<file path="config.mk">
export PLATFORM = sky130hd
export DESIGN_NAME = gpio_mm
export DESIGN_NICKNAME = d
export VERILOG_FILES = /design/src/rtl/gpio_pkg.sv /design/src/rtl/gpio_sync.sv /design/src/rtl/gpio_mm.sv
export SDC_FILE = /design/constraint.sdc
export NUM_CORES = 1
export LEC_CHECK = 0
export ABC_AREA = 1
export CORE_ASPECT_RATIO = 0.7
export CORE_MARGIN = 3
export CORE_UTILIZATION = 50
export DETAILED_ROUTE_END_ITERATION = 12
export PLACE_DENSITY = 0.79
export SLEW_MARGIN = 10
export SYNTH_ARGS = -nofsm -noshare
export SYNTH_HDL_FRONTEND = slang
export SYNTH_SLANG_ARGS = --single-unit
</file>
<file path="constraint.sdc">
create_clock -name clk -period 3.2 [get_ports clk]
set_input_delay 0.48 -clock clk [delete_from_list [all_inputs] [get_ports clk]]
set_output_delay 0.48 -clock clk [all_outputs]
set_load 0.1 [all_outputs]
</file>
<file path="src/rtl/gpio_pkg.sv">
//------------------------------------------------------------------------------
// gpio_pkg : register-index helpers and reset constant for gpio_mm
// Rev 1.0
//------------------------------------------------------------------------------
`default_nettype none

package gpio_pkg;

  localparam bit c_RST_BIT = 1'b0;

  function automatic int unsigned in_idx(input int unsigned i);
    return i;
  endfunction

  function automatic int unsigned out_idx(input int unsigned n_in, input int unsigned j);
    return n_in + j;
  endfunction

  function automatic int unsigned stat_idx(input int unsigned n_in, input int unsigned n_out);
    return n_in + n_out;
  endfunction

  function automatic int unsigned ie_idx(input int unsigned n_in, input int unsigned n_out);
    return n_in + n_out + 1;
  endfunction

endpackage

`default_nettype wire

</file>
<file path="src/rtl/gpio_sync.sv">
//------------------------------------------------------------------------------
// gpio_sync : three-stage input synchroniser with change detect on s2/s3
// Rev 1.0
//------------------------------------------------------------------------------
`default_nettype none

module gpio_sync
  import gpio_pkg::*;
#(
  parameter int W = 32
) (
  input  logic         clk,
  input  logic         rst,
  input  logic [W-1:0] i_d,
  output logic [W-1:0] o_s2,
  output logic         o_change
);

  logic [W-1:0] r_s1;
  logic [W-1:0] r_s2;
  logic [W-1:0] r_s3;

  always_ff @(posedge clk) begin
    if (rst) begin
      r_s1 <= {W{c_RST_BIT}};
      r_s2 <= {W{c_RST_BIT}};
      r_s3 <= {W{c_RST_BIT}};
    end else begin
      r_s1 <= i_d;
      r_s2 <= r_s1;
      r_s3 <= r_s2;
    end
  end

  assign o_s2     = r_s2;
  assign o_change = |(r_s2 ^ r_s3);

endmodule

`default_nettype wire

</file>
<file path="src/rtl/gpio_mm.sv">
//------------------------------------------------------------------------------
// gpio_mm : memory-mapped GPIO with synchronised inputs, outputs, sticky IRQ
// Rev 1.0
//------------------------------------------------------------------------------
`default_nettype none

module gpio_mm
  import gpio_pkg::*;
#(
  parameter int DW    = 32,
  parameter int N_IN  = 2,
  parameter int N_OUT = 2,
  parameter int AW    = 4
) (
  input  logic                clk,
  input  logic                rst,
  input  logic                we,
  input  logic [AW-1:0]       a,
  input  logic [DW-1:0]       wd,
  output logic [DW-1:0]       rd,
  input  logic [N_IN*DW-1:0]  gpi,
  output logic [N_OUT*DW-1:0] gpo,
  output logic                irq
);

  localparam logic [AW-1:0] c_STAT_A = AW'(stat_idx(N_IN, N_OUT));
  localparam logic [AW-1:0] c_IE_A   = AW'(ie_idx(N_IN, N_OUT));

  logic [DW-1:0]   w_in [N_IN];
  logic [N_IN-1:0] w_change;
  logic [N_IN-1:0] w_stat_clr;
  logic [DW-1:0]   r_out [N_OUT];
  logic [N_IN-1:0] r_stat;
  logic [N_IN-1:0] r_ie;

  for (genvar i = 0; i < N_IN; i++) begin : g_sync
    gpio_sync #(.W(DW)) u_sync (
      .clk      (clk),
      .rst      (rst),
      .i_d      (gpi[i*DW +: DW]),
      .o_s2     (w_in[i]),
      .o_change (w_change[i])
    );
  end

  for (genvar j = 0; j < N_OUT; j++) begin : g_gpo
    assign gpo[j*DW +: DW] = r_out[j];
  end

  assign w_stat_clr = (we && a == c_STAT_A) ? wd[N_IN-1:0] : '0;

  always_ff @(posedge clk) begin
    if (rst) begin
      for (int unsigned j = 0; j < N_OUT; j++) r_out[j] <= {DW{c_RST_BIT}};
      r_stat <= {N_IN{c_RST_BIT}};
      r_ie   <= {N_IN{c_RST_BIT}};
    end else begin
      for (int unsigned j = 0; j < N_OUT; j++) begin
        if (we && a == AW'(out_idx(N_IN, j))) r_out[j] <= wd;
      end
      // A fresh detect overrides a same-cycle write-1-to-clear.
      r_stat <= (r_stat & ~w_stat_clr) | w_change;
      if (we && a == c_IE_A) r_ie <= wd[N_IN-1:0];
    end
  end

  always_comb begin
    rd = '0;
    for (int unsigned i = 0; i < N_IN; i++) begin
      if (a == AW'(in_idx(i))) rd = w_in[i];
    end
    for (int unsigned j = 0; j < N_OUT; j++) begin
      if (a == AW'(out_idx(N_IN, j))) rd = r_out[j];
    end
    if (a == c_STAT_A) rd[N_IN-1:0] = r_stat;
    if (a == c_IE_A)   rd[N_IN-1:0] = r_ie;
  end

  assign irq = |(r_stat & r_ie);

endmodule

`default_nettype wire
</file>
==> impl_metrics.prom <==
# TYPE chip_impl_metric gauge
chip_impl_metric{name="timing.final.max_slew_violations",unit=""} 0
chip_impl_metric{name="setup_total_negative_slack",unit="ns"} 0
chip_impl_metric{name="inserted_clock_buffers",unit=""} 24
chip_impl_metric{name="gp_routability_congestion",unit=""} 0.872
chip_impl_info{name="setup_repair_after_global_routing_missed_its_margin",value="no"} 1
chip_impl_metric{name="antenna_cells_inserted",unit=""} 0
chip_impl_metric{name="first_pass_iters",unit=""} 5
chip_impl_metric{name="timing.critical_path.buf_inv",unit=""} 3
chip_impl_metric{name="grt_max_degree",unit=""} 197
chip_impl_metric{name="static-leakage-power",unit="nW"} 5.90
chip_impl_metric{name="ios",unit=""} 200
chip_impl_metric{name="die_y",unit="um"} 122
chip_impl_metric{name="setup-violations-final",unit=""} 0
chip_impl_metric{name="synth_top_area_share",unit="%"} 41.1
chip_impl_metric{name="placedInstanceArea",unit="sq um"} 12000
chip_impl_metric{name="final_cell_area",unit="sq um"} 12800
chip_impl_info{name="synth_most_common_cell",value="nor2_1"} 1
chip_impl_metric{name="ys_ff_latch",unit=""} 260
chip_impl_metric{name="antenna_found_initial",unit=""} 0
chip_impl_info{name="cp-endpoint",value="rd[31]"} 1
chip_impl_metric{name="worst_skew_pair.late_latency",unit="ns"} 0.51
chip_impl_info{name="regToRegStartpoint",value="g_sync[0].u_sync.o_s2[2]$_SDFF_PP0_"} 1
chip_impl_metric{name="yosys_warnings",unit=""} 0
chip_impl_metric{name="synth_edf_count",unit=""} 64
chip_impl_metric{name="cts.sinks",unit=""} 260
chip_impl_metric{name="synth_cell_types",unit=""} 24
chip_impl_info{name="cp-end-kind",value="output pin"} 1
chip_impl_info{name="cts-root-buf",value="clkbuf_16"} 1
chip_impl_metric{name="path_clk_slew",unit="ns"} 0.06
chip_impl_metric{name="crit_arrival",unit="ns"} 2.36
chip_impl_metric{name="post_cts.repair.setup_buffers",unit=""} 0
chip_impl_metric{name="cts_buffer_depth",unit=""} 3
chip_impl_metric{name="post_synth.cell_area_avg",unit="sq um"} 8.35
chip_impl_metric{name="nNetsFinal",unit=""} 1444
chip_impl_metric{name="detailed_place_hpwl",unit="mm"} 17.0
chip_impl_info{name="synth.area.top_cells",value="dfxtp_1 41%, edfxtp_1 20%, nor2_1 11%, inv_1 10%, nand2_1 7.8%"} 1
chip_impl_metric{name="critPathRequiredTime",unit="ns"} 2.72
chip_impl_metric{name="drt_drc_violations_left",unit=""} 0
chip_impl_info{name="status",value="finished clean"} 1
chip_impl_metric{name="ys_async_sr_fraction",unit="%"} 0
chip_impl_info{name="yosysTopAreaCell",value="dfxtp_1"} 1
chip_impl_metric{name="initial_core_util",unit="%"} 52.0
chip_impl_metric{name="worst_ir_drop_vdd",unit="mV"} 0.352
chip_impl_metric{name="final_antenna_net_count",unit=""} 0
chip_impl_metric{name="cts_htree_levels",unit=""} 1
chip_impl_metric{name="routed_wire_length_per_instance",unit="um"} 14.4
chip_impl_metric{name="first_iter_violations",unit=""} 818
chip_impl_metric{name="via_count_of_the_first_global_routing_pass",unit=""} 7061
chip_impl_metric{name="holdWs",unit="ns"} 0.388
chip_impl_metric{name="report.final.hold_viol_count",unit=""} 0
chip_impl_metric{name="crit_cells",unit=""} 8
chip_impl_info{name="synth_cell_count_leaders",value="270 x nor2_1, 262 x inv_1, 199 x nand2_1"} 1
chip_impl_metric{name="drv.max_cap_violation_count",unit=""} 0
chip_impl_metric{name="die_x",unit="um"} 171
chip_impl_info{name="path_delay_family",value="buffers and inverters"} 1
chip_impl_metric{name="r2r.worst_path.cells",unit=""} 9
chip_impl_metric{name="synth.net_count",unit=""} 1246
chip_impl_metric{name="synthCells",unit=""} 1143
chip_impl_metric{name="timing.reg2reg.setup_slack",unit="ns"} 1.92
chip_impl_metric{name="drive_gt1_share",unit="%"} 8.84
chip_impl_metric{name="post_synth_instance_area",unit="sq um"} 9550
chip_impl_info{name="synth_top_flop_cell",value="dfxtp_1"} 1
chip_impl_metric{name="relative_max_transition_margin",unit="%"} 33.7
chip_impl_metric{name="worst_slack",unit="ns"} 0.359
chip_impl_metric{name="p_per_area",unit="nW/um^2"} 592
chip_impl_metric{name="finClkSkew",unit="ns"} 0.0257
chip_impl_metric{name="grt_first_pass_wirelength",unit="mm"} 36.2
chip_impl_info{name="setup.worst_path.start_class",value="primary input"} 1
chip_impl_metric{name="post_cts_resize_count",unit=""} 0
chip_impl_metric{name="fmax",unit="GHz"} 0.352
chip_impl_info{name="hold_class",value="reg -> reg"} 1
chip_impl_metric{name="crit_fanout",unit=""} 19
chip_impl_metric{name="place_ws",unit="ns"} 0.374
chip_impl_metric{name="cpPeakStageDelay",unit="ns"} 0.52
chip_impl_metric{name="min_period",unit="ns"} 2.84
chip_impl_metric{name="yosysSeqAreaShare",unit="%"} 61.2
chip_impl_metric{name="grt_remaining_overflow",unit=""} 0
chip_impl_info{name="crit_type",value="in -> out"} 1
chip_impl_metric{name="vias_per_cell",unit=""} 4.64
chip_impl_metric{name="layout-area-overhead-vs-synth",unit="%"} 34.1
chip_impl_metric{name="portBuffers",unit=""} 199
chip_impl_metric{name="core_region_area",unit="sq um"} 18400
chip_impl_metric{name="detailroute.via_count",unit=""} 7391
chip_impl_metric{name="postCtsHoldBufs",unit=""} 0
chip_impl_metric{name="die_area",unit="sq um"} 20800
chip_impl_info{name="cp_slowest_cell",value="clkdlybuf4s50_1"} 1
chip_impl_metric{name="route.final.wire_length",unit="mm"} 23.0
chip_impl_info{name="r2r_end",value="r_stat[0]$_SDFF_PP0_"} 1
chip_impl_metric{name="worst_pin_slew",unit="ns"} 0.992
chip_impl_info{name="critical_path_cell_by_cell",value="clkdlybuf4s50_1 -> nor2_4 -> nand2_2 -> nor2_4 -> buf_12 -> nand2_1 -> o2111ai_1 -> buf_12"} 1
chip_impl_info{name="cts_tree",value="built"} 1
chip_impl_metric{name="rows",unit=""} 41
chip_impl_metric{name="grtUsageTotal",unit="%"} 22.1
chip_impl_info{name="crit_path_start",value="a[3]"} 1
chip_impl_metric{name="period_share",unit="%"} 88.8
==> layout by cell type (no fill, tap or decap) <==
| cell type | n |
|---|---|
| a21oi_1 | 32 |
| a22o_1 | 1 |
| buf_12 | 36 |
| buf_4 | 38 |
| buf_6 | 1 |
| bufinv_16 | 1 |
| clkbuf_1 | 4 |
| clkbuf_16 | 25 |
| clkbuf_8 | 7 |
| clkdlybuf4s50_1 | 134 |
| clkinv_1 | 3 |
| clkinv_2 | 2 |
| clkinv_8 | 1 |
| dfxtp_1 | 196 |
| edfxtp_1 | 64 |
| inv_1 | 262 |
| inv_2 | 1 |
| nand2_1 | 198 |
| nand2_2 | 2 |
| nand3_1 | 6 |
| nand3_2 | 1 |
| nand4_1 | 3 |
| nor2_1 | 270 |
| nor2_2 | 1 |
| nor2_4 | 3 |
| nor4_4 | 1 |
| o2111ai_1 | 2 |
| o21ai_0 | 9 |
| o22ai_1 | 30 |
| xor2_1 | 24 |
==> sequential cells by signal (all words and copies together) (netlist names) <==
name                count
g_sync.u_sync.o_s2     64
r_stat                  2
g_sync.u_sync.r_s1     64
r_ie                    2
g_sync.u_sync.r_s3     64
r_out                  64
==> how the worst min path moves through the flow <==
| stage | start | end | slack [ns] | cells past startpoint |
|---|---|---|---|---|
| 4_1_cts | g_sync[0].u_sync.r_s1[6]$_SDFF_PP0_ | g_sync[0].u_sync.o_s2[6]$_SDFF_PP0_ | 0.40 | 2 |
| 5_1_grt | g_sync[0].u_sync.r_s1[6]$_SDFF_PP0_ | g_sync[0].u_sync.o_s2[6]$_SDFF_PP0_ | 0.40 | 2 |
| 6_report | g_sync[0].u_sync.r_s1[6]$_SDFF_PP0_ | g_sync[0].u_sync.o_s2[6]$_SDFF_PP0_ | 0.39 | 2 |
| 3_3_place_gp | g_sync[1].u_sync.r_s1[23]$_SDFF_PP0_ | g_sync[1].u_sync.o_s2[23]$_SDFF_PP0_ | 0.39 | 2 |
| 2_1_floorplan | g_sync[0].u_sync.r_s1[0]$_SDFF_PP0_ | g_sync[0].u_sync.o_s2[0]$_SDFF_PP0_ | 0.39 | 2 |
| 3_5_place_dp | g_sync[0].u_sync.r_s1[5]$_SDFF_PP0_ | g_sync[0].u_sync.o_s2[5]$_SDFF_PP0_ | 0.39 | 2 |
==> metal layers <==
layer / vias to the layer above / wire length, um / share of wire [%] / track usage (%)
met5: - / 0 / 0 / 0
li1: 3745 / - / - / -
met4: 0 / 381 / 1.7 / 4.02
met3: 33 / 2490 / 11 / 5.48
met2: 316 / 9750 / 42 / 34.0
met1: 3297 / 10400 / 45 / 32.3
==> stage by stage <==
stage          power, mW  cells  util [%]
2_1_floorplan       4.41   1143         -
3_3_place_gp        4.81   1551      65.4
3_5_place_dp        4.82   1551      65.4
4_1_cts             7.62   1594      69.8
5_1_grt             7.82   1594      69.8
6_report            7.58   1594      69.8
==> layout make-up <==
class / instances / area, sq um
Tap cell: 236 / 295
Sequential cell: 260 / 5850
Timing Repair Buffer: 209 / 2360
Clock buffer: 36 / 737
Inverter: 263 / 987
Clock inverter: 7 / 67.6
Fill cell: 1387 / 5560
Multi-Input combinational cell: 583 / 2520
==> worst reg2reg max path: stages, from the launching register on <==
cell,delay [ns]
dfxtp_1,0.32
inv_1,0.12
nand2_1,0.11
o21ai_0,0.10
nor2_1,0.12
nand2_1,0.07
nor2_1,0.10
nand2_1,0.06
nor2_1,0.10
nor2_1,0.06
==> report_power, final <==
group / switching [mW] / leakage [nW] / total [mW] / internal, mW
Combinational: 0.808 / 3.27 / 1.16 / 0.352
Sequential: 0.0775 / 2.23 / 3.59 / 3.52
Clock: 1.15 / 0.397 / 2.82 / 1.67
Total: 2.04 / 5.90 / 7.58 / 5.54
==> kinds of logic (layout without fill, tap and decap cells) <==
logic type	after synthesis	count (layout)	synth area share [%]
compound gates	74	74	4.39
xor+xnor	24	24	2.20
buf+inv	300	515	12.4
flops	260	260	61.2
simple gates	485	485	19.8
Note: power is estimated with default switching activity, not from simulation.
